## src/rtl/usb4_lane_pkg.sv

```systemverilog
`default_nettype none
// ============================================================================
// Module   : usb4_lane_pkg
// Purpose  : Lane-level receive FSM state encodings and default widths shared
//            by the serializer, deserializer and transaction FSMs.
// Revision : 1.0 - initial release
// ============================================================================
package usb4_lane_pkg;

  // Receive FSM state encodings; 2'h3 is reserved and treated as disconnected
  localparam logic [1:0] DISCONNECTED_S = 2'h0;
  localparam logic [1:0] IDLE_S         = 2'h1;
  localparam logic [1:0] START          = 2'h2;

  // Default parallel word width on the lane
  localparam int DEFAULT_DATA_WIDTH = 8;

endpackage
`default_nettype wire

```

## src/rtl/rx_word_fifo.sv

```systemverilog
`default_nettype none
// ============================================================================
// Module   : rx_word_fifo
// Purpose  : Two-entry word FIFO between word assembly and the consumer.
//            A push into a full FIFO is accepted only if a pop happens in
//            the same cycle; otherwise the pushed word is ignored.
// Revision : 1.0 - initial release
// ============================================================================
module rx_word_fifo
  import usb4_lane_pkg::*;
#(
  parameter int DATA_WIDTH = DEFAULT_DATA_WIDTH
) (
  input  logic                  clk,
  input  logic                  rst,
  input  logic                  push,
  input  logic [DATA_WIDTH-1:0] push_data,
  input  logic                  pop,
  output logic                  full,
  output logic                  empty,
  output logic [DATA_WIDTH-1:0] head
);

  logic [DATA_WIDTH-1:0] mem [2];
  logic                  wr_ptr;
  logic                  rd_ptr;
  logic [1:0]            count;
  logic                  do_push;
  logic                  do_pop;

  assign full    = (count == 2'd2);
  assign empty   = (count == 2'd0);
  assign head    = mem[rd_ptr];
  assign do_pop  = pop && !empty;
  // When full, the popped slot is the one being written, so a simultaneous
  // push is safe: the old head is consumed on this same edge.
  assign do_push = push && (!full || do_pop);

  // Storage, pointers and occupancy; everything cleared on reset
  always_ff @(posedge clk or negedge rst) begin
    if (!rst) begin
      mem[0] <= '0;
      mem[1] <= '0;
      wr_ptr <= 1'b0;
      rd_ptr <= 1'b0;
      count  <= 2'd0;
    end else begin
      if (do_push) begin
        mem[wr_ptr] <= push_data;
        wr_ptr      <= ~wr_ptr;
      end
      if (do_pop) begin
        rd_ptr <= ~rd_ptr;
      end
      case ({do_push, do_pop})
        2'b10:   count <= count + 2'd1;
        2'b01:   count <= count - 2'd1;
        default: count <= count;
      endcase
    end
  end

endmodule
`default_nettype wire

```

## src/rtl/deserializer.sv

```systemverilog
`default_nettype none
// ============================================================================
// Module   : deserializer
// Purpose  : Samples the serial lane LSB-first during START, assembles words
//            into a 2-entry output buffer with valid/ready, flags dropped
//            words, and reports idle/disconnected line state.
// Revision : 1.0 - initial release
// ============================================================================
module deserializer
  import usb4_lane_pkg::*;
#(
  parameter int DATA_WIDTH  = DEFAULT_DATA_WIDTH,
  parameter int IDLE_DETECT = 16,
  parameter int DISC_DETECT = 16
) (
  input  logic                  clk,
  input  logic                  rst,
  input  logic [1:0]            rx_state,
  input  logic                  serial_in,
  output logic [DATA_WIDTH-1:0] parallel_out,
  output logic                  data_valid,
  input  logic                  data_ready,
  output logic                  overflow,
  input  logic                  overflow_clr,
  output logic                  line_idle,
  output logic                  line_disconnected
);

  localparam int CNT_W  = (DATA_WIDTH > 1) ? $clog2(DATA_WIDTH) : 1;
  localparam int ONES_W = $clog2(IDLE_DETECT + 1);
  localparam int ZERO_W = $clog2(DISC_DETECT + 1);

  logic [DATA_WIDTH-1:0] shift;
  logic [CNT_W-1:0]      bit_cnt;
  logic [ONES_W-1:0]     ones_cnt;
  logic [ZERO_W-1:0]     zeros_cnt;
  logic                  in_start;
  logic                  last_bit;
  logic [DATA_WIDTH-1:0] word;
  logic                  push;
  logic                  pop;
  logic                  full;
  logic                  empty;

  assign in_start   = (rx_state == START);
  assign last_bit   = (bit_cnt == CNT_W'(DATA_WIDTH - 1));
  assign word       = {serial_in, shift[DATA_WIDTH-1:1]};
  assign push       = in_start && last_bit;
  assign data_valid = !empty;
  assign pop        = data_valid && data_ready;

  rx_word_fifo #(
    .DATA_WIDTH (DATA_WIDTH)
  ) u_fifo (
    .clk       (clk),
    .rst       (rst),
    .push      (push),
    .push_data (word),
    .pop       (pop),
    .full      (full),
    .empty     (empty),
    .head      (parallel_out)
  );

  // Word assembly: shift in during START, abandon partial word otherwise
  always_ff @(posedge clk or negedge rst) begin
    if (!rst) begin
      shift   <= '0;
      bit_cnt <= '0;
    end else if (in_start) begin
      shift   <= word;
      bit_cnt <= last_bit ? '0 : bit_cnt + CNT_W'(1);
    end else begin
      bit_cnt <= '0;
    end
  end

  // Sticky overflow: a drop on the same edge as a clear keeps the flag set
  always_ff @(posedge clk or negedge rst) begin
    if (!rst) begin
      overflow <= 1'b0;
    end else if (push && full && !pop) begin
      overflow <= 1'b1;
    end else if (overflow_clr) begin
      overflow <= 1'b0;
    end
  end

  // Saturating run-length counters of consecutive ones and zeros
  always_ff @(posedge clk or negedge rst) begin
    if (!rst) begin
      ones_cnt  <= '0;
      zeros_cnt <= '0;
    end else if (serial_in) begin
      zeros_cnt <= '0;
      if (ones_cnt != ONES_W'(IDLE_DETECT)) ones_cnt <= ones_cnt + ONES_W'(1);
    end else begin
      ones_cnt <= '0;
      if (zeros_cnt != ZERO_W'(DISC_DETECT)) zeros_cnt <= zeros_cnt + ZERO_W'(1);
    end
  end

  // Registered line-state flags; at most one run counter is nonzero at a time
  always_ff @(posedge clk or negedge rst) begin
    if (!rst) begin
      line_idle         <= 1'b0;
      line_disconnected <= 1'b0;
    end else begin
      line_idle         <= (ones_cnt >= ONES_W'(IDLE_DETECT));
      line_disconnected <= (zeros_cnt >= ZERO_W'(DISC_DETECT));
    end
  end

endmodule
`default_nettype wire

```

## config.mk

```make
export PLATFORM = sky130hd
export DESIGN_NAME = deserializer
export DESIGN_NICKNAME = d
export VERILOG_FILES = /design/src/rtl/usb4_lane_pkg.sv /design/src/rtl/rx_word_fifo.sv /design/src/rtl/deserializer.sv
export SDC_FILE = /design/constraint.sdc
export NUM_CORES = 1
export LEC_CHECK = 0
export ABC_AREA = 1
export BUFFER_PORTS_ARGS = -buffer_cell sky130_fd_sc_hd__buf_2
export CORE_MARGIN = 5
export CORE_UTILIZATION = 35
export CTS_CLUSTER_DIAMETER = 120
export DETAILED_ROUTE_END_ITERATION = 8
export GPL_ROUTABILITY_DRIVEN = 0
export GPL_TIMING_DRIVEN = 0
export MAX_ROUTING_LAYER = met4
export SLEW_MARGIN = 20
export SYNTH_ARGS = -nofsm -noshare
export SYNTH_HDL_FRONTEND = slang
export SYNTH_SLANG_ARGS = --single-unit
```

## constraint.sdc

```tcl
create_clock -name clk -period 2.45 [get_ports clk]
set_clock_uncertainty 0.1 [all_clocks]
set_input_delay 0.245 -clock clk [delete_from_list [all_inputs] [get_ports clk]]
set_output_delay 0.245 -clock clk [all_outputs]
set_load 0.01 [all_outputs]
```

==> results by group <==
Outcome
  • Status: finished clean

Clock tree
  • CTS clk-pin slew, worst paths: 80 ps
  • Clock sink count: 43
  • Clock buffer depth: 2
  • CTS tree: built
  • Total CTS buffers: 5
  • Root buffer cell: clkbuf_8
  • Clk_lat worst skew: 290 ps
  • H-tree depth: 2

Finish
  • Most common cell after layout, fill and taps aside: nand2_1
  • Nets: 270
  • Filler cell count: 558
  • Synth-to-Final Area Change: 13.5%
  • Diode count: 0
  • Layout cells sized above 1: 0.148
  • Finished layout cell area: 2290 µm²
  • Core Util, Final: 0.411
  • Most frequent cells in the layout: nand2_1 (79), dfrtp_1 (43), inv_1 (23)

Timing
  • Worst-Margin Slew: 541 ps
  • Setup TNS: 0 ps
  • Crit share post-route: 0.788
  • Hold Slack: 43.8 ps
  • RSZ-0062 raised after global routing: false
  • Pins over their slew limit: 0
  • Slew HR: 0.639
  • Max Clk Rate: 518 MHz
  • Endpoints failing hold: 0
  • Final setup viols: 0
  • Post-layout minimum cycle time: 1930 ps

Critical path
  • R2r startpoint: bit_cnt[0]
  • CP Capture Type: register
  • Critical setup path kind: reg -> reg
  • R2R setup slack: 520 ps
  • CP Data Arrival Time: 2010 ps
  • Crit path top cell by count: ha_1
  • Path depth of the worst reg2reg path: 9
  • Reg-to-reg endpoint: u_fifo.count[1]
  • Crit-path cells: ha_1 > ha_1 > inv_1 > nor2_8 > nand2_1 > ha_1 > inv_1 > nand3_1 > xor2_1
  • Startpoint types: register
  • WP data required: 2530 ps
  • Slowest CP cell: dfrtp_1
  • Worst path max stage delay: 370 ps
  • Worst Path Max Fanout: 10

Synth
  • Sequential fraction of the synthesis area: 0.533
  • Synthesized Nets: 245
  • Syn avg cell area: 8.75 µm²
  • Post-synthesis register bit count: 43
  • Library cells used by synthesis: 23
  • Yosys warns: 0
  • Synth Instances: 231
  • Synthesized area: 2020 µm²

GRT
  • Vias in the first global route: 1473
  • Total grt overflow: 0
  • Largest net degree at the start of global routing: 44
  • Initial antenna violation count: 0
  • Gr usage total: 0.114
  • First-pass GRT wire length: 6600 µm

Hold path
  • Hold path depth: 2
  • Worst Hold Class: in -> reg
  • Hold worst-path end: overflow
  • Hold path start: overflow_clr

Floorplan
  • Initial Util: 0.363
  • Die height: 86.0 µm
  • Core Box Area: 5570 µm²
  • IO Count: 19
  • DIE AREA: 7390 µm²
  • Die Span X: 86.0 µm
  • Num rows: 27

Power and ir drop
  • Power, Total: 0.00153 W
  • Lkg Pwr: 1.25 nW
  • Peak VDD IR: 0.278 mV
  • Clock Power Share: 0.287
  • Switch Pwr: 0.000462 W
  • Int Power: 0.00106 W
  • Flop pwr share: 0.532
  • Sw frac: 0.303
  • Power Dens Cells: 665 nW/µm²
  • Gate power share: 0.181

Detailed routing
  • Top Metal Used: met4
  • WL met3: 134 µm
  • Pre-antenna DRT Iters: 6
  • Total wire length: 3690 µm
  • Routed length per instance: 11.2 µm
  • Residual DRC: 0
  • Antenna-violating nets left: 0
  • Met2 Routed Length: 1740 µm
  • Vias/cell: 4.62
  • First DRT Iteration DRCs: 115
  • Wire length on met1: 1770 µm
  • Via count: 1520

Place
  • Placed cell area: 2200 µm²
  • Port Buffers: 17
  • HPWL Detailed: 2610 µm

Run
  • MaxCap Viol Count: 0
-- registers in the layout, indices dropped and copies added (netlist names) --
signal	flops
overflow	1
u_fifo.mem	16
line_idle	1
u_fifo.rd_ptr	1
zeros_cnt	5
ones_cnt	5
bit_cnt	3
line_disconnected	1
u_fifo.wr_ptr	1
u_fifo.count	2
shift	7
-- through the flow --
| step | instances | setup slack (ps) |
|---|---|---|
| 2_1_floorplan | 231 | 670 |
| 3_3_place_gp | 320 | 537 |
| 3_5_place_dp | 320 | 520 |
| 4_1_cts | 328 | 496 |
| 5_1_grt | 329 | 372 |
| 6_report | 329 | 520 |
-- power groups by stage --
stage          Clock (W)  Combinational, W  Sequential (W)
2_1_floorplan          0          0.000207        0.000815
3_3_place_gp           0          0.000277        0.000824
3_5_place_dp           0          0.000284        0.000825
4_1_cts         0.000454          0.000284        0.000812
5_1_grt         0.000490          0.000323        0.000818
6_report        0.000437          0.000276        0.000812
-- cells by family (layout without fill, tap and decap cells) --
group | after synthesis | after routing | share of synthesized area
simple gates | 124 | 124 | 0.283
flops | 43 | 43 | 0.533
buf+inv | 36 | 62 | 0.0805
compound gates | 18 | 18 | 0.0477
fa+ha+maj | 7 | 7 | 0.0433
xor+xnor | 3 | 3 | 0.0130
-- final cells by class --
type	count	area, µm²	share of cell area
buffer	9	61.3	0.0267
clock buffer	6	72.6	0.0316
clock inverter	2	12.5	0.00546
inverter	27	101	0.0442
multi-input combinational	152	782	0.341
sequential	43	1080	0.469
tap	72	90.1	0.0393
timing repair buffer	18	97.6	0.0426
-- routing by layer --
layer  global-route usage  vias up
li1                     -      787
met2                0.181       15
met1                0.139      711
met3               0.0346        7
met5                    -        -
met4               0.0331        0
-- worst max-delay path, delay by kind of cell (launching register included) --
| family | cells | cell delay, ps |
|---|---|---|
| adder cells (fa/ha/maj) | 3 | 640 |
| AND/OR/NAND/NOR | 3 | 390 |
| flip-flops | 1 | 370 |
| buffers and inverters | 2 | 160 |
| XOR/XNOR | 1 | 140 |
-- synth_stat cells --
master | number | area share
a21oi_1 | 7 | 0.017
buf_2 | 4 | 0.0099
buf_6 | 3 | 0.017
clkbuf_1 | 2 | 0.0037
clkinv_1 | 2 | 0.0037
dfrtp_1 | 43 | 0.53
ha_1 | 7 | 0.043
inv_1 | 23 | 0.043
inv_2 | 2 | 0.0037
nand2_1 | 79 | 0.15
nand2_4 | 1 | 0.0056
nand3_1 | 10 | 0.025
nand3_2 | 2 | 0.0099
nand3_4 | 1 | 0.0087
nand4_1 | 16 | 0.050
nor2_1 | 11 | 0.020
nor2_8 | 1 | 0.0099
nor3_1 | 3 | 0.0074
o211ai_1 | 2 | 0.0074
o21ai_0 | 8 | 0.020
o22ai_1 | 1 | 0.0031
xnor2_1 | 1 | 0.0043
xor2_1 | 2 | 0.0087
-- worst max path at each step --
stage | start | to | slack (ps)
6_report | bit_cnt[0] | u_fifo.count[1] | 520
3_5_place_dp | bit_cnt[0] | u_fifo.count[1] | 520
3_3_place_gp | bit_cnt[0] | u_fifo.count[1] | 540
2_1_floorplan | bit_cnt[0] | u_fifo.count[1] | 670
5_1_grt | bit_cnt[0] | u_fifo.count[1] | 370
4_1_cts | bit_cnt[0] | u_fifo.count[1] | 500
-- repair_timing --
action / 4_1_cts / 5_1_grt
setup buffers: 0 / 0
gates resized for setup: 0 / 0
hold buffers: 0 / 1
hold endpoints to repair: 0 / 43
No activity file was read; power rests on OpenSTA's default activity.
